--- src/rtl/alu_exec_unit.sv ---
// Execute-stage ALU with valid/ready handshakes on both sides.
// Single-cycle ops return one cycle after accept; SLL/SRL shift one bit per cycle.
module alu_exec_unit #(
    parameter int XLEN    = 32,
    parameter int SHAMT_W = 5
) (
    input  logic            clk,
    input  logic            rst,
    input  logic            in_valid,
    output logic            in_ready,
    input  logic [3:0]      alu_ctrl,
    input  logic [XLEN-1:0] op_a,
    input  logic [XLEN-1:0] op_b,
    output logic            out_valid,
    input  logic            out_ready,
    output logic [XLEN-1:0] result,
    output logic            zero,
    output logic            illegal
);

    localparam logic [3:0] CTRL_AND = 4'b0000;
    localparam logic [3:0] CTRL_OR  = 4'b0001;
    localparam logic [3:0] CTRL_ADD = 4'b0010;
    localparam logic [3:0] CTRL_SLL = 4'b0011;
    localparam logic [3:0] CTRL_SRL = 4'b0100;
    localparam logic [3:0] CTRL_SUB = 4'b0110;
    localparam logic [3:0] CTRL_SLT = 4'b0111;

    localparam logic [SHAMT_W-1:0] CNT_ONE = {{(SHAMT_W-1){1'b0}}, 1'b1};

    typedef enum logic {
        IDLE  = 1'b0,
        SHIFT = 1'b1
    } state_t;

    state_t              state_q, state_d;
    logic [XLEN-1:0]     shreg_q, shreg_d;
    logic [SHAMT_W-1:0]  cnt_q, cnt_d;
    logic                dir_left_q, dir_left_d;
    logic [XLEN-1:0]     result_q, result_d;
    logic                zero_q, zero_d;
    logic                illegal_q, illegal_d;
    logic                out_valid_q, out_valid_d;

    logic [XLEN-1:0]     alu_res;
    logic                alu_ill;
    logic                is_shift;
    logic [SHAMT_W-1:0]  shamt;
    logic [XLEN-1:0]     shl_step;
    logic [XLEN-1:0]     shr_step;
    logic [XLEN-1:0]     shift_step;
    logic                accept;
    logic                transfer;

    assign shamt    = op_b[SHAMT_W-1:0];
    assign in_ready = !rst && (state_q == IDLE) && (!out_valid_q || out_ready);
    assign accept   = in_valid && in_ready;
    assign transfer = out_valid_q && out_ready;

    // One-bit zero-fill shift of the working register in each direction.
    genvar gi;
    generate
        for (gi = 0; gi < XLEN; gi++) begin : g_shift
            if (gi == 0) begin : g_lsb
                assign shl_step[gi] = 1'b0;
            end else begin : g_lmid
                assign shl_step[gi] = shreg_q[gi-1];
            end
            if (gi == XLEN - 1) begin : g_msb
                assign shr_step[gi] = 1'b0;
            end else begin : g_rmid
                assign shr_step[gi] = shreg_q[gi+1];
            end
        end
    endgenerate

    assign shift_step = dir_left_q ? shl_step : shr_step;

    always_comb begin
        alu_res  = '0;
        alu_ill  = 1'b0;
        is_shift = 1'b0;
        case (alu_ctrl)
            CTRL_ADD: alu_res = op_a + op_b;
            CTRL_SUB: alu_res = op_a - op_b;
            CTRL_AND: alu_res = op_a & op_b;
            CTRL_OR:  alu_res = op_a | op_b;
            CTRL_SLT: alu_res = {{(XLEN-1){1'b0}}, ($signed(op_a) < $signed(op_b))};
            // A zero-distance shift completes immediately with op_a unchanged.
            CTRL_SLL, CTRL_SRL: begin
                is_shift = 1'b1;
                alu_res  = op_a;
            end
            default:  alu_ill = 1'b1;
        endcase
    end

    always_comb begin
        state_d     = state_q;
        shreg_d     = shreg_q;
        cnt_d       = cnt_q;
        dir_left_d  = dir_left_q;
        result_d    = result_q;
        zero_d      = zero_q;
        illegal_d   = illegal_q;
        out_valid_d = out_valid_q;
        case (state_q)
            IDLE: begin
                if (accept) begin
                    if (is_shift && (shamt != '0)) begin
                        state_d     = SHIFT;
                        shreg_d     = op_a;
                        cnt_d       = shamt;
                        dir_left_d  = (alu_ctrl == CTRL_SLL);
                        out_valid_d = 1'b0;
                    end else begin
                        result_d    = alu_res;
                        zero_d      = (alu_res == '0);
                        illegal_d   = alu_ill;
                        out_valid_d = 1'b1;
                    end
                end else if (transfer) begin
                    out_valid_d = 1'b0;
                end
            end
            SHIFT: begin
                shreg_d = shift_step;
                cnt_d   = cnt_q - CNT_ONE;
                if (cnt_q == CNT_ONE) begin
                    result_d    = shift_step;
                    zero_d      = (shift_step == '0);
                    illegal_d   = 1'b0;
                    out_valid_d = 1'b1;
                    state_d     = IDLE;
                end
            end
            default: state_d = IDLE;
        endcase
    end

    always_ff @(posedge clk) begin
        if (rst) begin
            state_q     <= IDLE;
            shreg_q     <= '0;
            cnt_q       <= '0;
            dir_left_q  <= 1'b0;
            result_q    <= '0;
            zero_q      <= 1'b0;
            illegal_q   <= 1'b0;
            out_valid_q <= 1'b0;
        end else begin
            state_q     <= state_d;
            shreg_q     <= shreg_d;
            cnt_q       <= cnt_d;
            dir_left_q  <= dir_left_d;
            result_q    <= result_d;
            zero_q      <= zero_d;
            illegal_q   <= illegal_d;
            out_valid_q <= out_valid_d;
        end
    end

    assign out_valid = out_valid_q;
    assign result    = result_q;
    assign zero      = zero_q;
    assign illegal   = illegal_q;

endmodule
--- config.mk ---
export PLATFORM = sky130hd
export DESIGN_NAME = alu_exec_unit
export DESIGN_NICKNAME = d
export VERILOG_FILES = /design/src/rtl/alu_exec_unit.sv
export SDC_FILE = /design/constraint.sdc
export NUM_CORES = 1
export LEC_CHECK = 0
export ABC_AREA = 1
export BUFFER_PORTS_ARGS = -buffer_cell sky130_fd_sc_hd__buf_4
export CAP_MARGIN = 5
export CORE_MARGIN = 3
export CORE_UTILIZATION = 40
export DETAILED_ROUTE_END_ITERATION = 16
export PLACE_DENSITY = 0.64
export SLEW_MARGIN = 20
export SYNTH_ARGS = -nofsm -noshare
export SYNTH_HDL_FRONTEND = slang
export SYNTH_SLANG_ARGS = --single-unit
--- constraint.sdc ---
create_clock -name clk -period 3.25 [get_ports clk]
set_clock_uncertainty 0.2 [all_clocks]
set_input_delay 0.1625 -clock clk [delete_from_list [all_inputs] [get_ports clk]]
set_output_delay 0.1625 -clock clk [all_outputs]
set_load 0.05 [all_outputs]
* Word level (Yosys, flattened, before mapping)
Index checks and enable logic that the tools add are counted.
** Word-level totals
- Word-level logic and storage cells :: 76
- Input bits :: 72
- Bits in registers :: 74
- Output and inout port bits :: 36
** Cells by class
- Magnitude comparators :: 1
- $add $sub $neg :: 3
- Multiplexer cells :: 31
- Equal/unequal tests :: 12
- Bitwise operators :: 3
- Reductions and logical operators :: 18
** Operators with widths (count)
- $mux 32 :: 6
- $pmux 32 s6 :: 1
- $pmux 32 s2 :: 2
- $logic_not 32->1 :: 2
- $add 32x32->32 :: 1
- $and 32x32->32 :: 1
- $lt 32x32->1 :: 1
- $or 32x32->32 :: 1
- $sub 32x32->32 :: 1
- $mux 1 :: 15
- $eq 4x3->1 const B :: 3
- $mux 5 :: 2
- $pmux 5 s2 :: 1
- $eq 4x2->1 const B :: 2
- $pmux 1 s2 :: 4
- $reduce_or 7->1 :: 1
- $reduce_and 3->1 :: 2
- $eq 5x1->1 const B :: 1
- $logic_and 1x1->1 :: 5
- $reduce_bool 5->1 :: 1
- $sub 5x1->5 const B :: 1
- $eq 4x1->1 const B :: 1
- $logic_not 4->1 :: 1
- $ne 2x1->1 const B :: 2
- other kinds (7) :: 10

* Logic depth before layout (Yosys ltp)
- Word-level depth :: 7
- Depth in mapped cells :: 21
- Depth with buffers taken out :: 20

* Least setup slack after synthesis
Ideal clock, no wire load.
- Path kind :: flip-flop to flip-flop
- Start :: register out_valid_q, in the netlist out_valid
- End :: register result_q[28], in the netlist result[28]
- Arrival :: 2381 ps
- Slack :: 595 ps
- Required time :: 2976 ps
- Buffers on the path :: 1
- Clock period less this slack :: 2655 ps
- Cell stages (with the launch flop) :: 9
- Library setup time :: 74 ps
- Cells stage by stage :: dfxtp_1 -> a211oi_2 -> nand2_1 -> a21oi_1 -> o21ai_2 -> inv_2 -> clkbuf_1 -> o21ai_0 -> a31oi_1
** On the way
- Cells in the longest elaborated chain, start to end :: 6
** Ends and longest elaborated chain
- from (decl) :: line 43 : logic out_valid_q, out_valid_d;
- from (signal assigned) :: line 159 : out_valid_q <= out_valid_d;
- $logic_not 1->1 :: line 56 : assign in_ready = !rst && (state_q == IDLE) && (!out_valid_q || out_ready);
- $logic_or 1x1->1 :: line 56
- $logic_and 1x1->1 :: line 56
- via in_ready :: line 10 : output logic in_ready,
- $logic_and 1x1->1 :: line 57 : assign accept = in_valid && in_ready;
- $ne 2x2->1 (no source line)
- $reduce_and 3->1 (no source line)
- to (signal assigned) :: line 156 : result_q <= result_d;
- to (decl) :: line 40 : logic [XLEN-1:0] result_q, result_d;
The timed path passes the listed nets, and every way through them passes these cells.
A chain may end at the register's enable or synchronous reset.

* Worst setup path after layout
- Start :: input op_b[2]
- End :: register zero_q, in the netlist zero
** On the way
- Cells in the longest elaborated chain, start to end :: 6
- Elaborated cells on any way between the ends :: 14
- Those cells by class :: 2 x add/sub; 1 x order compare; 1 x eq/ne; 4 x mux; 2 x bitwise; 4 x reduce/logical
** Ends and longest elaborated chain
- from (decl) :: line 13 : input logic [XLEN-1:0] op_b,
- $sub 32x32->32, or another cell as far along :: line 85 : CTRL_SUB: alu_res = op_a - op_b;
- $pmux 32 s6 :: line 83 : case (alu_ctrl)
- $logic_not 32->1 :: line 118 : zero_d = (alu_res == '0);
- $mux 1 :: line 110 : if (is_shift && (shamt != '0)) begin
- $mux 1 :: line 109 : if (accept) begin
- $pmux 1 s2 :: line 107 : case (state_q)
- to (signal assigned) :: line 157 : zero_q <= zero_d;
- to (decl) :: line 41 : logic zero_q, zero_d;
Parallel ways exist; a longest one is shown, timed or not. The select of a mux whose other input is x is not followed.

==> results.tsv <==
metric	value	unit
status	complete, no violations	
Layout Nets	2101	
Syn Inst Count	1812	
pre-CTS setup slack	171	ps
worst hold slack	3.56	ps
Reg power frac	25.6	%
Die ar.	27100	um^2
hold wc startpoint	alu_ctrl[0]	
FFs w/ async S/R, synth	0	%
Final WS setup	62.5	ps
Rows	57	
clk sink count	74	
post-route cell area	12000	um^2
met3 wire length	3.39	mm
clock-pin slew on the worst setup and hold paths	60	ps
placed cells	2201	
Reg2Reg Setup Slack	670	ps
Reg area	1480	um^2
Final Cycle Share	98.1	%
total routed wirelength	41.3	mm
htree depth	3	
final core utilization	49.1	%
Worst Hold Endpoint	dir_left_q	
GPL Wtd Cong	1.06	
Yosys warning count	0	
Synthesized Nets	1991	
antenna violations before repair	0	
Pleak	6.28	nW
final setup vio count	0	
top cells by count, synth	nand2_1, inv_1, nor2_1, nand3_1, a21oi_1	
Req. time, crit path	3320	ps
Met1 Wirelength	18.4	mm
crit-path cells	dlygate4sd3_1 -> buf_4 -> inv_1 -> ha_2 -> inv_1 -> nand2_1 -> nand3_1 -> nand2_1 -> nand2_1 -> nand2_1 -> nand2_1 -> nand3_1 -> nand2_1 -> nor2_1 -> nand2_1 -> nor2_2 -> nand3_1 -> nor2_1 -> nand3_1 -> a21oi_1	
Seq/Total Area, Yosys	14.7	%
hold depth	3	
Area Growth Syn to Fin	19.8	%
final non-filler cell total	2251	
Int Power	2.26	mW
crit end category	flop	
met2 WL	18.4	mm
core area	24500	um^2
Synth area leaders	nand2_1, dfxtp_1, ha_1, inv_1, nand3_1	
Comb pwr share	43.7	%
post-layout min period	3190	ps
Worst Max-Slew Pin Slew	990	ps
Top FF cell, synth	dfxtp_1	
DIE HEIGHT	164	um
worst reg2reg startpoint	state_q	
worst flop-to-flop path endpoint	result[14]	
placed inst area	11200	um^2
vias per cell	5.41	
share of cells above drive strength 1	12.4	%
Peak Freq	314	MHz
Power Dens Cells	320	nW/um^2
Total GRT Usage	29.8	%
switching power	1.59	mW
Port Buffers	107	
setup TNS	0	ps
crit path max-delay cell type	dlygate4sd3_1	
max layer used	met4	
Peak VDD IR	0.444	mV
1st-pass router iterations	6	
max-cap violations	0	
total power	3.86	mW
Mapped Area	10000	um^2
Clock Path Buffers	2	
Rel. slew slack	33.9	%
top-count cell post-synth	nand2_1	
worst-path fanout max	6	
Top Ports	108	
leading area contributor after synthesis	nand2_1	
switching share of power	41.3	%
largest net degree at the start of global routing	50	
first-pass GRT wire length	62.5	mm
chip width	164	um
Starting Density	40.9	%
clock power share	30.7	%
Top cell by count, worst path	nand2_1	
max-slew violations	0	
synth unique cells	44	
wire per inst	18.4	um
R2R depth	8	
Max stage delay on crit path	540	ps
Post-route DRC	0	
number of synthesized register bits	74	
Worst Setup Start Kind	input pin	
CP Data Arrival Time	3260	ps
hpwl dp	33.2	mm
critical setup path kind	input pin to flop	
Iter 0 DRT Violations	1383	
vias in the first global route	11200	
Post-Syn Area per Cell	5.54	um^2
Num CTS Buffers	9	
min-delay worst type	input pin to flop	
top cell type's share of synthesized area	20.7	%
# diodes	0	
clock root cell	clkbuf_16	
Vias	12200	
Multi-input gate area	7250	um^2
CTS tree	yes	
FILL cells	2683	
Final ANT Viol Nets	0	
worst-skew pair later-pin latency	340	ps
total global routing overflow	0	
Hold Vio Cnt, Final	0	
EDFF count, synth	0	
## worst max-delay path by stage
stage,from,endpoint,slack (ps),cells after the start
after floorplan,out_valid,result[28],590,8
after global placement,op_a[5],zero,160,19
after detailed placement,op_a[5],zero,170,19
after CTS,op_a[6],zero,10,20
after global routing,op_b[2],zero,-10,20
final,op_b[2],zero,60,20
## power groups by stage
stage	Clock (mW)	Combinational [mW]	Sequential [mW]
after CTS	1.20	1.60	0.986
after global placement	0	1.56	1.00
after global routing	1.24	1.84	0.990
after floorplan	0	0.900	1.13
final	1.18	1.68	0.987
after detailed placement	0	1.57	1.01
## cell usage in the layout (no fill, tap or decap), types with 9 or more instances in the layout
| master | instances |
|---|---|
| or2_2 | 17 |
| ha_1 | 88 |
| inv_1 | 313 |
| nand4_1 | 18 |
| clkbuf_16 | 9 |
| ha_2 | 12 |
| nor3_1 | 10 |
| buf_4 | 130 |
| o21ai_0 | 71 |
| mux2i_1 | 23 |
| nand2_1 | 550 |
| nand3_1 | 133 |
| nor2_1 | 161 |
| o22ai_1 | 26 |
| dfxtp_1 | 73 |
| dlygate4sd3_1 | 33 |
| a21oi_1 | 103 |
| a31oi_1 | 52 |
| nor2_2 | 17 |
## layout make-up
| type | instances | share of cell area [%] |
|---|---|---|
| clock buffer | 10 | 1.99 |
| timing repair buffer | 165 | 11.2 |
| inverter | 321 | 10.0 |
| tap | 324 | 3.37 |
| multi-input combinational | 1351 | 60.2 |
| clock inverter | 6 | 0.935 |
| sequential | 74 | 12.3 |
## timing repair
| item | 4_1_cts | 5_1_grt |
|---|---|---|
| hold buffers | 33 | 0 |
| buffers inserted | 0 | 1 |
| setup endpoints to repair | 0 | 4 |
| gates resized for setup | 0 | 55 |
| hold endpoints to repair | 33 | 0 |
## critical path, delay by kind of cell
family          cells  cell delay (ps)
fa+ha+maj           1              400
compound gates      1              150
simple gates       14             1680
buf+inv             4              860
## sequential cells by signal, indices dropped and copies added, names as in the netlist
| register | flops |
|---|---|
| dir_left_q | 1 |
| cnt_q | 5 |
| zero | 1 |
| state_q | 1 |
| illegal | 1 |
| out_valid | 1 |
| result | 32 |
| shreg_q | 32 |
## layer usage
metal  global-route usage [%]  up-vias
li1                         -     5950
met1                     42.1     5598
met2                     48.1      562
met3                     3.06       70
met4                     8.27        0
met5                        0        -
## logic make-up after synthesis
logic type	Yosys count	synth area share, %
muxes	23	2.29
xor gates and xnor gates	2	0.174
adders and majority gates	107	13.5
DFF	74	14.7
buffers and inverters	387	15.1
and+or+nand+nor	937	38.5
AOI/OAI and AO/OA	282	15.7
Note: power is estimated with default switching activity, not from simulation.
